**config.mk**
```make
export PLATFORM = sky130hd
export DESIGN_NAME = ca_rule_scheduler_flat
export DESIGN_NICKNAME = d
export VERILOG_FILES = /design/src/rtl/ca_pkg.sv /design/src/rtl/ca_rule_scheduler_if.sv /design/src/rtl/ca_rule_table.sv /design/src/rtl/ca_rule_scheduler.sv /design/src/flat_wrapper.sv
export SDC_FILE = /design/constraint.sdc
export NUM_CORES = 1
export LEC_CHECK = 0
export CORE_ASPECT_RATIO = 1.4
export CORE_MARGIN = 4
export CORE_UTILIZATION = 35
export CTS_BUF_LIST = sky130_fd_sc_hd__clkbuf_4
export CTS_CLUSTER_DIAMETER = 60
export CTS_CLUSTER_SIZE = 25
export DETAILED_ROUTE_END_ITERATION = 10
export SYNTH_ARGS = -nofsm -noshare
export SYNTH_HDL_FRONTEND = slang
export SYNTH_SLANG_ARGS = --single-unit
```
**constraint.sdc**
```tcl
create_clock -name clk -period 6.3 [get_ports clk]
set_clock_uncertainty 0.2 [all_clocks]
set_input_delay 0.63 -clock clk [delete_from_list [all_inputs] [get_ports clk]]
set_output_delay 0.63 -clock clk [all_outputs]
set_load 0.03 [all_outputs]
```
**src/rtl/ca_pkg.sv**
```systemverilog
// ca_pkg
// Shared constants and types for the elementary-CA scheduler and cell datapath.
//   HEIGHT, LOG_CELL_SIZE, CELL_SIZE : frame geometry shared with the datapath
//   NUM_RULES, IDX_W, BAND_LOG, RC_W : rule table depth and row-counter layout
//   rule_t, rule_idx_t              : Wolfram rule number and table index
//   seed_state_t                    : seed FSM states
//   DEFAULT_RULES                   : reset contents of both rule banks
package ca_pkg;

    localparam int HEIGHT        = 480;
    localparam int LOG_CELL_SIZE = 2;
    localparam int CELL_SIZE     = 1 << LOG_CELL_SIZE;
    localparam int NUM_RULES     = 8;
    localparam int IDX_W         = $clog2(NUM_RULES);
    localparam int BAND_LOG      = 8;
    localparam int RC_W          = BAND_LOG + IDX_W;

    typedef logic [7:0]       rule_t;
    typedef logic [IDX_W-1:0] rule_idx_t;

    typedef enum logic [1:0] {
        ST_SEED      = 2'd0,
        ST_RUN       = 2'd1,
        ST_SEED_PEND = 2'd2
    } seed_state_t;

    // Packed so entry i sits at [i]; entry 0 is the rightmost element.
    localparam logic [NUM_RULES-1:0][7:0] DEFAULT_RULES = {
        8'd102, 8'd105, 8'd146, 8'd90, 8'd73, 8'd22, 8'd110, 8'd30
    };

endpackage

```
**src/rtl/ca_rule_scheduler_if.sv**
```systemverilog
// ca_rule_scheduler_if
// Bundles the line timing, host rule-write handshake and per-row control
// outputs of the CA scheduler.
//   master : line timing / host side (drives line_start, pix_y, auto_en,
//            seed_req, cfg_valid/addr/data)
//   slave  : the scheduler (drives cfg_ready and all row outputs)
interface ca_rule_scheduler_if;
    import ca_pkg::*;

    logic        line_start;
    logic [9:0]  pix_y;
    logic        auto_en;
    logic        seed_req;
    logic        cfg_valid;
    logic        cfg_ready;
    rule_idx_t   cfg_addr;
    rule_t       cfg_data;
    rule_t       rule;
    rule_idx_t   rule_idx;
    logic        copy_row;
    logic        load_row;
    logic        capture_row;
    logic        seed_active;
    logic        frame_tick;
    logic [7:0]  frame_count;

    modport master (
        output line_start, pix_y, auto_en, seed_req, cfg_valid, cfg_addr, cfg_data,
        input  cfg_ready, rule, rule_idx, copy_row, load_row, capture_row,
               seed_active, frame_tick, frame_count
    );

    modport slave (
        input  line_start, pix_y, auto_en, seed_req, cfg_valid, cfg_addr, cfg_data,
        output cfg_ready, rule, rule_idx, copy_row, load_row, capture_row,
               seed_active, frame_tick, frame_count
    );

endinterface

```
**src/rtl/ca_rule_table.sv**
```systemverilog
// ca_rule_table
// Dual-bank rule register file. Host writes land in the shadow bank; the
// commit strobe copies the whole shadow bank into the active bank, which is
// the only bank the datapath ever reads.
//   clk, reset  : clock, async active-high reset (both banks -> defaults)
//   wr_en_i     : shadow write strobe
//   wr_addr_i   : shadow entry to write
//   wr_data_i   : rule number to write
//   commit_i    : copy shadow -> active
//   rd_idx_i    : active-bank read index
//   rd_rule_o   : active-bank read data
module ca_rule_table
    import ca_pkg::*;
(
    input  logic      clk,
    input  logic      reset,
    input  logic      wr_en_i,
    input  rule_idx_t wr_addr_i,
    input  rule_t     wr_data_i,
    input  logic      commit_i,
    input  rule_idx_t rd_idx_i,
    output rule_t     rd_rule_o
);

    logic [NUM_RULES-1:0][7:0] shadow_q;
    logic [NUM_RULES-1:0][7:0] active_q;

    // The scheduler never writes in a commit cycle; if both ever coincided the
    // active bank would take the pre-write shadow contents.
    always_ff @(posedge clk or posedge reset) begin
        if (reset) begin
            shadow_q <= DEFAULT_RULES;
            active_q <= DEFAULT_RULES;
        end else begin
            if (wr_en_i) begin
                shadow_q[wr_addr_i] <= wr_data_i;
            end
            if (commit_i) begin
                active_q <= shadow_q;
            end
        end
    end

    assign rd_rule_o = active_q[rd_idx_i];

endmodule

```
**src/rtl/ca_rule_scheduler.sv**
```systemverilog
// ca_rule_scheduler
// Per-row sequencing for the elementary-CA datapath: picks the rule band for
// each cell row, flags seed/load/copy/capture rows, scrolls one cell row per
// frame when enabled, and commits host rule writes only at frame end.
//   clk, reset : pixel clock, async active-high reset
//   sched_if   : slave side of ca_rule_scheduler_if (line timing in, host
//                rule-write handshake, registered row outputs)
//
// Seed FSM
//   state        | meaning
//   ST_SEED      | row 0 uses the single-centre-cell seed; leaves at capture line
//   ST_RUN       | normal evolution; a seed request arms a reseed
//   ST_SEED_PEND | reseed armed; at frame end row_count clears and SEED resumes
module ca_rule_scheduler
    import ca_pkg::*;
(
    input  logic                 clk,
    input  logic                 reset,
    ca_rule_scheduler_if.slave   sched_if
);

    localparam logic [9:0]      HEIGHT_Y       = 10'(HEIGHT);
    localparam logic [9:0]      CELL_Y         = 10'(CELL_SIZE);
    localparam logic [RC_W-1:0] ROWS_PER_FRAME = RC_W'(HEIGHT >> LOG_CELL_SIZE);

    seed_state_t     state_q, state_d;
    logic [RC_W-1:0] row_count_q, row_count_d;
    rule_idx_t       rule_idx_q;
    logic            copy_q, copy_d;
    logic            load_q, load_d;
    logic            capture_q, capture_d;
    logic            seed_q, seed_d;
    logic            tick_q, tick_d;
    logic [7:0]      fcount_q, fcount_d;
    logic            ready_q;

    logic            line_start;
    logic            frame_end;
    logic            cfg_wr;
    rule_t           rule_rd;

    assign line_start = sched_if.line_start;
    assign frame_end  = line_start && (sched_if.pix_y == HEIGHT_Y);

    // Blocking writes in the commit cycle keeps shadow and commit disjoint.
    assign sched_if.cfg_ready = ready_q && !frame_end;
    assign cfg_wr             = sched_if.cfg_valid && sched_if.cfg_ready;

    always_ff @(posedge clk or posedge reset) begin
        if (reset) begin
            state_q     <= ST_SEED;
            row_count_q <= '0;
            rule_idx_q  <= '0;
            copy_q      <= 1'b0;
            load_q      <= 1'b0;
            capture_q   <= 1'b0;
            seed_q      <= 1'b1;
            tick_q      <= 1'b0;
            fcount_q    <= '0;
            ready_q     <= 1'b0;
        end else begin
            state_q     <= state_d;
            row_count_q <= row_count_d;
            rule_idx_q  <= row_count_d[RC_W-1:BAND_LOG];
            copy_q      <= copy_d;
            load_q      <= load_d;
            capture_q   <= capture_d;
            seed_q      <= seed_d;
            tick_q      <= tick_d;
            fcount_q    <= fcount_d;
            ready_q     <= 1'b1;
        end
    end

    always_comb begin
        state_d     = state_q;
        row_count_d = row_count_q;
        copy_d      = copy_q;
        load_d      = load_q;
        capture_d   = capture_q;
        seed_d      = seed_q;
        tick_d      = 1'b0;
        fcount_d    = fcount_q;

        if (line_start) begin
            // Blanking lines (pix_y > HEIGHT) fall through with all flags low.
            copy_d    = 1'b0;
            load_d    = 1'b0;
            capture_d = 1'b0;
            seed_d    = 1'b0;

            if (sched_if.pix_y < HEIGHT_Y) begin
                copy_d = (sched_if.pix_y[LOG_CELL_SIZE-1:0] != '0);
                if (sched_if.pix_y[LOG_CELL_SIZE-1:0] == '0) begin
                    row_count_d = row_count_q + RC_W'(1);
                end
            end

            if (sched_if.pix_y <= HEIGHT_Y) begin
                load_d    = (sched_if.pix_y == '0) && (state_q != ST_SEED);
                capture_d = (sched_if.pix_y == CELL_Y);
                seed_d    = (state_q == ST_SEED);
            end

            // Undo the frame's row advance, keeping one row of scroll if enabled.
            if (frame_end) begin
                tick_d      = 1'b1;
                fcount_d    = fcount_q + 8'd1;
                row_count_d = row_count_q + RC_W'(sched_if.auto_en) - ROWS_PER_FRAME;
            end
        end

        unique case (state_q)
            ST_SEED: begin
                if (line_start && (sched_if.pix_y == CELL_Y)) begin
                    state_d = ST_RUN;
                end
            end
            ST_RUN: begin
                if (sched_if.seed_req) begin
                    state_d = ST_SEED_PEND;
                end
            end
            ST_SEED_PEND: begin
                if (frame_end) begin
                    state_d     = ST_SEED;
                    row_count_d = '0;
                end
            end
            default: begin
                state_d = ST_SEED;
            end
        endcase
    end

    ca_rule_table u_rule_table (
        .clk       (clk),
        .reset     (reset),
        .wr_en_i   (cfg_wr),
        .wr_addr_i (sched_if.cfg_addr),
        .wr_data_i (sched_if.cfg_data),
        .commit_i  (frame_end),
        .rd_idx_i  (rule_idx_q),
        .rd_rule_o (rule_rd)
    );

    assign sched_if.rule        = rule_rd;
    assign sched_if.rule_idx    = rule_idx_q;
    assign sched_if.copy_row    = copy_q;
    assign sched_if.load_row    = load_q;
    assign sched_if.capture_row = capture_q;
    assign sched_if.seed_active = seed_q;
    assign sched_if.frame_tick  = tick_q;
    assign sched_if.frame_count = fcount_q;

endmodule
```
**src/flat_wrapper.sv**
```systemverilog
// flat-port wrapper written by rule: the top's interface ports become plain ports
module ca_rule_scheduler_flat import ca_pkg::*;
  (clk, reset, sched_if_line_start, sched_if_pix_y, sched_if_auto_en, sched_if_seed_req, sched_if_cfg_valid, sched_if_cfg_addr, sched_if_cfg_data, sched_if_cfg_ready, sched_if_rule, sched_if_rule_idx, sched_if_copy_row, sched_if_load_row, sched_if_capture_row, sched_if_seed_active, sched_if_frame_tick, sched_if_frame_count);
  ca_rule_scheduler_if sched_if_i ();
  input  logic clk;
  input  logic reset;
  input wire logic [$bits(sched_if_i.line_start)-1:0] sched_if_line_start;
  input wire logic [$bits(sched_if_i.pix_y)-1:0] sched_if_pix_y;
  input wire logic [$bits(sched_if_i.auto_en)-1:0] sched_if_auto_en;
  input wire logic [$bits(sched_if_i.seed_req)-1:0] sched_if_seed_req;
  input wire logic [$bits(sched_if_i.cfg_valid)-1:0] sched_if_cfg_valid;
  input wire logic [$bits(sched_if_i.cfg_addr)-1:0] sched_if_cfg_addr;
  input wire logic [$bits(sched_if_i.cfg_data)-1:0] sched_if_cfg_data;
  output wire logic [$bits(sched_if_i.cfg_ready)-1:0] sched_if_cfg_ready;
  output wire logic [$bits(sched_if_i.rule)-1:0] sched_if_rule;
  output wire logic [$bits(sched_if_i.rule_idx)-1:0] sched_if_rule_idx;
  output wire logic [$bits(sched_if_i.copy_row)-1:0] sched_if_copy_row;
  output wire logic [$bits(sched_if_i.load_row)-1:0] sched_if_load_row;
  output wire logic [$bits(sched_if_i.capture_row)-1:0] sched_if_capture_row;
  output wire logic [$bits(sched_if_i.seed_active)-1:0] sched_if_seed_active;
  output wire logic [$bits(sched_if_i.frame_tick)-1:0] sched_if_frame_tick;
  output wire logic [$bits(sched_if_i.frame_count)-1:0] sched_if_frame_count;
  assign sched_if_i.line_start = sched_if_line_start;
  assign sched_if_i.pix_y = sched_if_pix_y;
  assign sched_if_i.auto_en = sched_if_auto_en;
  assign sched_if_i.seed_req = sched_if_seed_req;
  assign sched_if_i.cfg_valid = sched_if_cfg_valid;
  assign sched_if_i.cfg_addr = sched_if_cfg_addr;
  assign sched_if_i.cfg_data = sched_if_cfg_data;
  assign sched_if_cfg_ready = sched_if_i.cfg_ready;
  assign sched_if_rule = sched_if_i.rule;
  assign sched_if_rule_idx = sched_if_i.rule_idx;
  assign sched_if_copy_row = sched_if_i.copy_row;
  assign sched_if_load_row = sched_if_i.load_row;
  assign sched_if_capture_row = sched_if_i.capture_row;
  assign sched_if_seed_active = sched_if_i.seed_active;
  assign sched_if_frame_tick = sched_if_i.frame_tick;
  assign sched_if_frame_count = sched_if_i.frame_count;
  ca_rule_scheduler u_core (.clk(clk), .reset(reset), .sched_if(sched_if_i));
endmodule
```
==> results.py, run 1 <==
metrics = {
    "synth": {
        "synth.most_common_cell": "nand2_1",
        "synth_nets": 635,
        "yosysTopAreaCellShare_pct": 34.3,
        "synth_top_family_by_area": "multiplexers",
        "netlist_area_um2": 6870,
        "synthSimpleGateAreaFrac_pct": 16.9,
        "ys_warn_count": 0,
        "synth_common_cells": "nand2_1, dfrtp_1, mux2_2, dfstp_2, nor2_1",
        "synth_fa_ha_area_share_pct": 0.729,
        "yosysSeqAreaShare_pct": 57.6,
        "synthMuxAreaShare_pct": 17.4,
        "ys_types": 47,
        "synth-edff-count": 0,
        "synth-seq-cells": 155,
        "synth_area_leaders": "dfrtp_1, dfstp_2, mux2_2, nand2_1, mux4_2",
        "async_reset_ff_share_pct": 100,
        "yosys.area.top_type": "dfrtp_1",
        "synth_top_flop_cell": "dfrtp_1",
        "syn_area_per_cell_um2": 11.4,
        "netlist_instances": 604,
        "synth_xor_area_share_pct": 1.53,
        "synth_compound_area_share_pct": 3.19,
    },
    "sta": {
        "final.setup.tns_ns": 0,
        "timing.final.crit_share_pct": 65.6,
        "worst_pin_slew_ns": 1.21,
        "maxClockFrequency_mhz": 242,
        "slew_headroom_pct": 18.9,
        "period_minus_slack_ns": 4.13,
        "finalHoldViolCount": 0,
        "drv_slew": 0,
        "holdWs_ns": 0.242,
        "rsz0062_at_grt": "no",
        "setup_viol": 0,
    },
    "setup_path": {
        "r2r_end": "u_core.row_count_q[8]$_DFF_PP0_",
        "r2r_cells": 7,
        "reg2reg_slack_ns": 4.04,
        "crit_arrival_ns": 3.30,
        "cp_max_fo": 23,
        "end_kind": "output pin",
        "crit_type": "in -> out",
        "crit_required_ns": 5.47,
        "startpoint_type": "input port",
        "reg2reg_from": "u_core.row_count_q[0]$_DFF_PP0_",
    },
    "global_route": {
        "grt_antenna_before_repair": 1,
        "grt-ovfl-total": 0,
        "grt_start_max_net_pins": 94,
        "grt_pass1_wl_um": 25700,
        "grt_usage_pct": 14.7,
        "first_global_vias": 5003,
    },
    "die": {
        "die_area_um2": 22000,
        "dieWidth_um": 126,
        "io_pins": 52,
        "num_rows": 60,
        "core_um2": 19300,
        "dieHeight_um": 174,
        "start_util_pct": 35.6,
    },
    "route": {
        "firstDrtPassIters": 5,
        "drcViolationCount": 0,
        "drtAntennaViolNets": 0,
        "dr.first_iter.drc_count": 229,
        "wirelength_um": 15300,
        "vias_per_cell": 5.08,
        "num_vias": 4632,
        "wl_per_cell_um": 16.8,
    },
    "cts": {
        "cts_setup_buffers": 0,
        "clockBufferDepth": 2,
        "cts_tree": "yes",
        "clk_pin_slew_worst_paths_ns": 0.13,
        "cts_buffers": 17,
        "cts_max_level": 4,
        "cts_sinks": 155,
        "cts_hold_repair.buffers": 0,
        "insertion_delay_ns": 0.53,
        "cts_resized": 0,
        "cts-root-buf": "clkbuf_4",
    },
    "pwr": {
        "swShare_pct": 23.4,
        "powerDensity_nw_per_um2": 274,
        "p_sw_uw": 508,
        "pwr-share-seq_pct": 55.9,
        "p_comb_share_pct": 10.3,
        "total_power_mw": 2.17,
        "clkPwrFrac_pct": 33.7,
        "p_int_mw": 1.67,
        "vdd_drop_max_mv": 0.108,
        "p_leak_nw": 3.50,
    },
    "worst_hold_path": {
        "hold_depth": 2,
        "hp-class": "reg -> reg",
        "hold_start": "u_core.u_rule_table.shadow_q[4]$_DFFE_PP1P_",
        "hold_end": "u_core.u_rule_table.active_q[4]$_DFFE_PP1N_",
    },
    "cells_and_area": {
        "fin_util_pct": 41.2,
        "syn2layout_area_growth_pct": 15.7,
        "fillers": 1827,
        "nets": 680,
        "drive_above_1_share_pct": 29.8,
    },
    "placed_design": {
        "dpl.hpwl_um": 9980,
        "port_buffers": 51,
        "gp_congestion": 0.840,
    },
    "status": {
        "outcome": "finished clean",
    },
    "job": {
        "drv_cap": 0,
    },
}
==> worst max-delay path by stage <==
stage	start	to	cells after the start
floorplan	reset	u_core.ready_q$_DFF_PP0_	1
global placement	sched_if_line_start	sched_if_cfg_ready	6
detailed placement	sched_if_line_start	sched_if_cfg_ready	6
CTS	sched_if_line_start	sched_if_cfg_ready	6
global route	sched_if_line_start	sched_if_cfg_ready	6
finish	sched_if_line_start	sched_if_cfg_ready	6
==> metal layers <==
metal  global-route usage [%]  vias up  routed length, µm
met5                        0        -                  0
met4                     5.46        0                325
met3                     3.76       26                683
met2                     24.9      111               7760
met1                     18.0     2358               6560
li1                         -     2137                  -
==> final cells by class <==
class / instances / area, µm² / area share, %
well taps: 248 / 310 / 3.91
inverters: 8 / 36.3 / 0.457
flip-flops and latches: 155 / 3960 / 49.8
diodes: 1 / 2.50 / 0.0315
clock buffers: 19 / 143 / 1.80
repair buffers: 55 / 541 / 6.81
clock inverters: 13 / 223 / 2.80
multi-input cells: 412 / 2730 / 34.4
==> per-stage QoR <==
stage	instances	worst slack (ns)	cell area, µm²
after floorplan	604	1.39	6870
after global placement	878	2.25	7570
after detailed placement	878	2.20	7570
after CTS	910	2.20	7940
after global routing	911	1.92	7940
final	911	2.17	7940
==> registers in the layout, indices dropped and copies added, names as in the netlist <==
name / count
u_core.row_count_q: 11
u_core.u_rule_table.active_q: 64
u_core.sched_if.seed_active: 1
u_core.ready_q: 1
u_core.state_q: 2
u_core.sched_if.frame_tick: 1
u_core.sched_if.capture_row: 1
u_core.u_rule_table.shadow_q: 64
u_core.sched_if.frame_count: 8
u_core.sched_if.load_row: 1
u_core.sched_if.copy_row: 1
==> cell families after synthesis <==
kind of cell    count (synthesis)
xor+xnor                       12
buf+inv                        37
other cells                     1
fa+ha+maj                       4
compound gates                 34
flops                         155
mux                            90
simple gates                  271
==> critical path, cell delays in order <==
cell and delay, ns:
clkdlybuf4s50_1 0.62, nor4b_4 0.53, nand3_2 0.54, nand2_2 0.30, inv_1 0.08, clkdlybuf4s50_1 0.60
==> power groups by stage <==
| stage | logic, mW | registers, mW | clock network [mW] |
|---|---|---|---|
| 2_1_floorplan | 0.172 | 1.21 | 0 |
| 3_3_place_gp | 0.217 | 1.23 | 0 |
| 3_5_place_dp | 0.227 | 1.23 | 0 |
| 4_1_cts | 0.228 | 1.22 | 0.760 |
| 5_1_grt | 0.253 | 1.23 | 0.804 |
| 6_report | 0.225 | 1.22 | 0.734 |
==> placed cells by master (no fill, tap or decap), types with 2 or more instances in the layout <==
cell type,netlist,layout
clkbuf_4,0,19
mux4_2,16,16
clkinv_4,0,2
or4_1,3,3
nand4_1,7,7
nor3_2,2,2
dfstp_2,61,61
inv_1,7,6
dfrtp_1,94,94
or2_2,3,3
o22ai_1,2,2
nand2_1,203,203
ha_1,4,4
clkinv_2,1,3
nand3b_1,2,2
xnor2_1,9,9
clkdlybuf4s50_1,0,51
a31oi_1,2,2
nand2b_1,2,2
xor2_1,3,3
buf_4,3,4
and3_1,3,3
bufinv_16,0,6
o21ai_0,12,12
clkinv_1,0,2
or3_1,4,4
nor2_1,18,18
o31a_1,2,2
nand3_1,14,14
nor3_1,4,4
mux2_2,74,74
a21oi_1,7,7
Power figures use the tool's default switching activity.
==> run 2: changes to the inputs <==
- clock period: 6.3 -> 3.52 ns (I/O delays scaled with it)
==> run 2 against run 1 <==
Against the previous run:
- non-clock buffer count increased by 5
- largest power group unchanged
- combinational power increased by 81%
- critical path depth decreased by 2
- sequential power increased by 80%
- flip-flop and latch count unchanged
- first-iteration DRC count increased by 6.1%
- design area increased by 0.24%
- sequential share of layout area decreased by 0.10 points
- count of clock-buffer cells in the layout increased by 1
- largest cell class unchanged
- via count decreased by 1.0%
- die area unchanged
==> results.py, run 2 (synthesized netlist as in run 1, its figures left out) <==
metrics = {
    "sta": {
        "slew_headroom_pct": 30.9,
        "worst_slack_ns": 0.197,
        "timing.final.crit_share_pct": 94.4,
        "rsz0062_at_grt": "no",
        "period_minus_slack_ns": 3.32,
        "final.setup.tns_ns": 0,
        "setup_viol": 0,
        "worst_pin_slew_ns": 1.03,
        "drv_slew": 0,
        "maxClockFrequency_mhz": 301,
        "finalHoldViolCount": 0,
    },
    "setup_path": {
        "crit_required_ns": 2.97,
        "cp_max_fo": 21,
        "end_kind": "output pin",
        "crit_chain": "buf_4 -> mux4_2 -> mux2_2 -> clkdlybuf4s50_1",
        "max_stage_delay_ns": 0.61,
        "startpoint_type": "flop",
        "crit_type": "reg -> out",
        "reg2reg_slack_ns": 1.18,
        "cpMaxStageDelayCell": "mux4_2",
        "crit_arrival_ns": 2.77,
    },
    "pwr": {
        "p_leak_nw": 3.49,
        "total_power_mw": 3.79,
        "vdd_drop_max_mv": 0.260,
        "powerDensity_nw_per_um2": 476,
    },
    "status": {
        "outcome": "finished clean",
    },
    "cts": {
        "cts_setup_buffers": 0,
        "cts_tree": "yes",
        "cts_max_level": 4,
        "cts-root-buf": "clkbuf_4",
        "cts_buffers": 17,
        "cts_sinks": 155,
        "clockBufferDepth": 2,
        "insertion_delay_ns": 0.54,
        "clk_pin_slew_worst_paths_ns": 0.12,
        "cts_hold_repair.buffers": 0,
    },
    "placed_design": {
        "dpl.hpwl_um": 9840,
        "port_buffers": 51,
        "gp_congestion": 0.875,
        "pre_cts_ws_ns": 0.487,
    },
    "route": {
        "wirelength_um": 15300,
        "firstDrtPassIters": 5,
        "num_vias": 4584,
        "dr.first_iter.drc_count": 243,
        "wl_per_cell_um": 16.7,
        "drcViolationCount": 0,
        "drtAntennaViolNets": 0,
        "vias_per_cell": 5.00,
    },
    "cells_and_area": {
        "nets": 685,
        "fillers": 1834,
        "reg.largest.list": "u_core.u_rule_table.active_q (64), u_core.u_rule_table.shadow_q (64), u_core.row_count_q (11)",
        "final_common_cell": "nand2_1",
        "syn2layout_area_growth_pct": 16.0,
        "fin_util_pct": 41.3,
        "drive_above_1_share_pct": 30.4,
        "final_cell_mix": "nand2_1, dfrtp_1, mux2_2, dfstp_2, clkdlybuf4s50_1",
    },
    "global_route": {
        "grt_usage_pct": 14.5,
        "grt_start_max_net_pins": 156,
        "grt_pass1_wl_um": 25400,
        "first_global_vias": 4766,
        "grt-ovfl-total": 0,
        "grt_antenna_before_repair": 1,
    },
    "die": {
        "die_area_um2": 22000,
        "core_um2": 19300,
        "io_pins": 52,
        "num_rows": 60,
        "dieWidth_um": 126,
        "start_util_pct": 35.6,
        "dieHeight_um": 174,
    },
    "job": {
        "drv_cap": 0,
    },
    "worst_hold_path": {
        "hp-class": "in -> async",
    },
}
-- run 2: changes by cell type in the layout (fill, tap and decap cells not counted) --
| cell | delta |
|---|---|
| buf_4 | +3 |
| clkbuf_4 | +1 |
| clkinv_2 | -1 |
| clkinvlp_4 | +4 |
| dfrtp_2 | +1 |
| dfrtp_1 | -1 |
| clkinv_4 | -2 |
| bufinv_16 | -2 |
| buf_12 | +2 |
-- run 2: routing by layer --
| layer | share of wire, % | routed length (µm) | GRT usage (%) | vias up |
|---|---|---|---|---|
| li1 | - | - | - | 2144 |
| met5 | 0 | 0 | 0 | - |
| met3 | 5.3 | 806 | 3.27 | 26 |
| met4 | 1.9 | 297 | 5.41 | 0 |
| met1 | 43 | 6590 | 18.8 | 2300 |
| met2 | 50 | 7640 | 23.8 | 114 |
-- run 2: area by class of cell --
| cell class | instances | area (µm²) | share of cell area, % |
|---|---|---|---|
| Antenna cell | 1 | 2.50 | 0.0314 |
| Timing Repair Buffer | 60 | 603 | 7.58 |
| Multi-Input combinational cell | 412 | 2730 | 34.3 |
| Sequential cell | 155 | 3960 | 49.7 |
| Clock inverter | 12 | 171 | 2.15 |
| Clock buffer | 20 | 150 | 1.89 |
| Inverter | 8 | 35.0 | 0.440 |
| Tap cell | 248 | 310 | 3.90 |
-- run 2: metrics by stage --
stage | cells | area [µm²] | hold slack [ns]
after floorplan | 604 | 6870 | 0.226
after global placement | 883 | 7640 | 0.237
after detailed placement | 883 | 7640 | 0.241
after CTS | 915 | 7960 | 0.176
after global routing | 916 | 7960 | 0.169
final | 916 | 7960 | 0.145
-- run 2: path summary, 6_finish.rpt --
| path | from | to | depth (start not counted) |
|---|---|---|---|
| worst max register to register | u_core.row_count_q[0]$_DFF_PP0_ | u_core.row_count_q[10]$_DFF_PP0_ | 7 |
| worst min-delay path | reset | u_core.sched_if.frame_count[3]$_DFFE_PP0P_ | 3 |
| max in group asynchronous | reset | u_core.row_count_q[9]$_DFF_PP0_ | 3 |
| worst min register to register | u_core.u_rule_table.shadow_q[10]$_DFFE_PP1P_ | u_core.u_rule_table.active_q[10]$_DFFE_PP1N_ | 2 |
| min in group clk | sched_if_seed_req | u_core.state_q[1]$_DFFE_PP0P_ | 3 |
| worst max-delay path | u_core.row_count_q[8]$_DFF_PP0_ | sched_if_rule[6] | 4 |
-- run 2: worst max-delay path: cells and delay by family (launching register included) --
family / cells / cell delay (ns)
DFF: 1 / 0.34
buffers and inverters: 2 / 0.96
muxes: 2 / 0.91
-- run 2: power by group --
part | switching, mW | internal, mW
Combinational | 0.183 | 0.224
Sequential | 0.141 | 2.04
Clock | 0.614 | 0.583
-- run 2: what timing repair did --
action,in CTS,in global routing
endpoints found under the setup margin,8,0
gates resized for setup,1,0
hold endpoints to repair,0,0
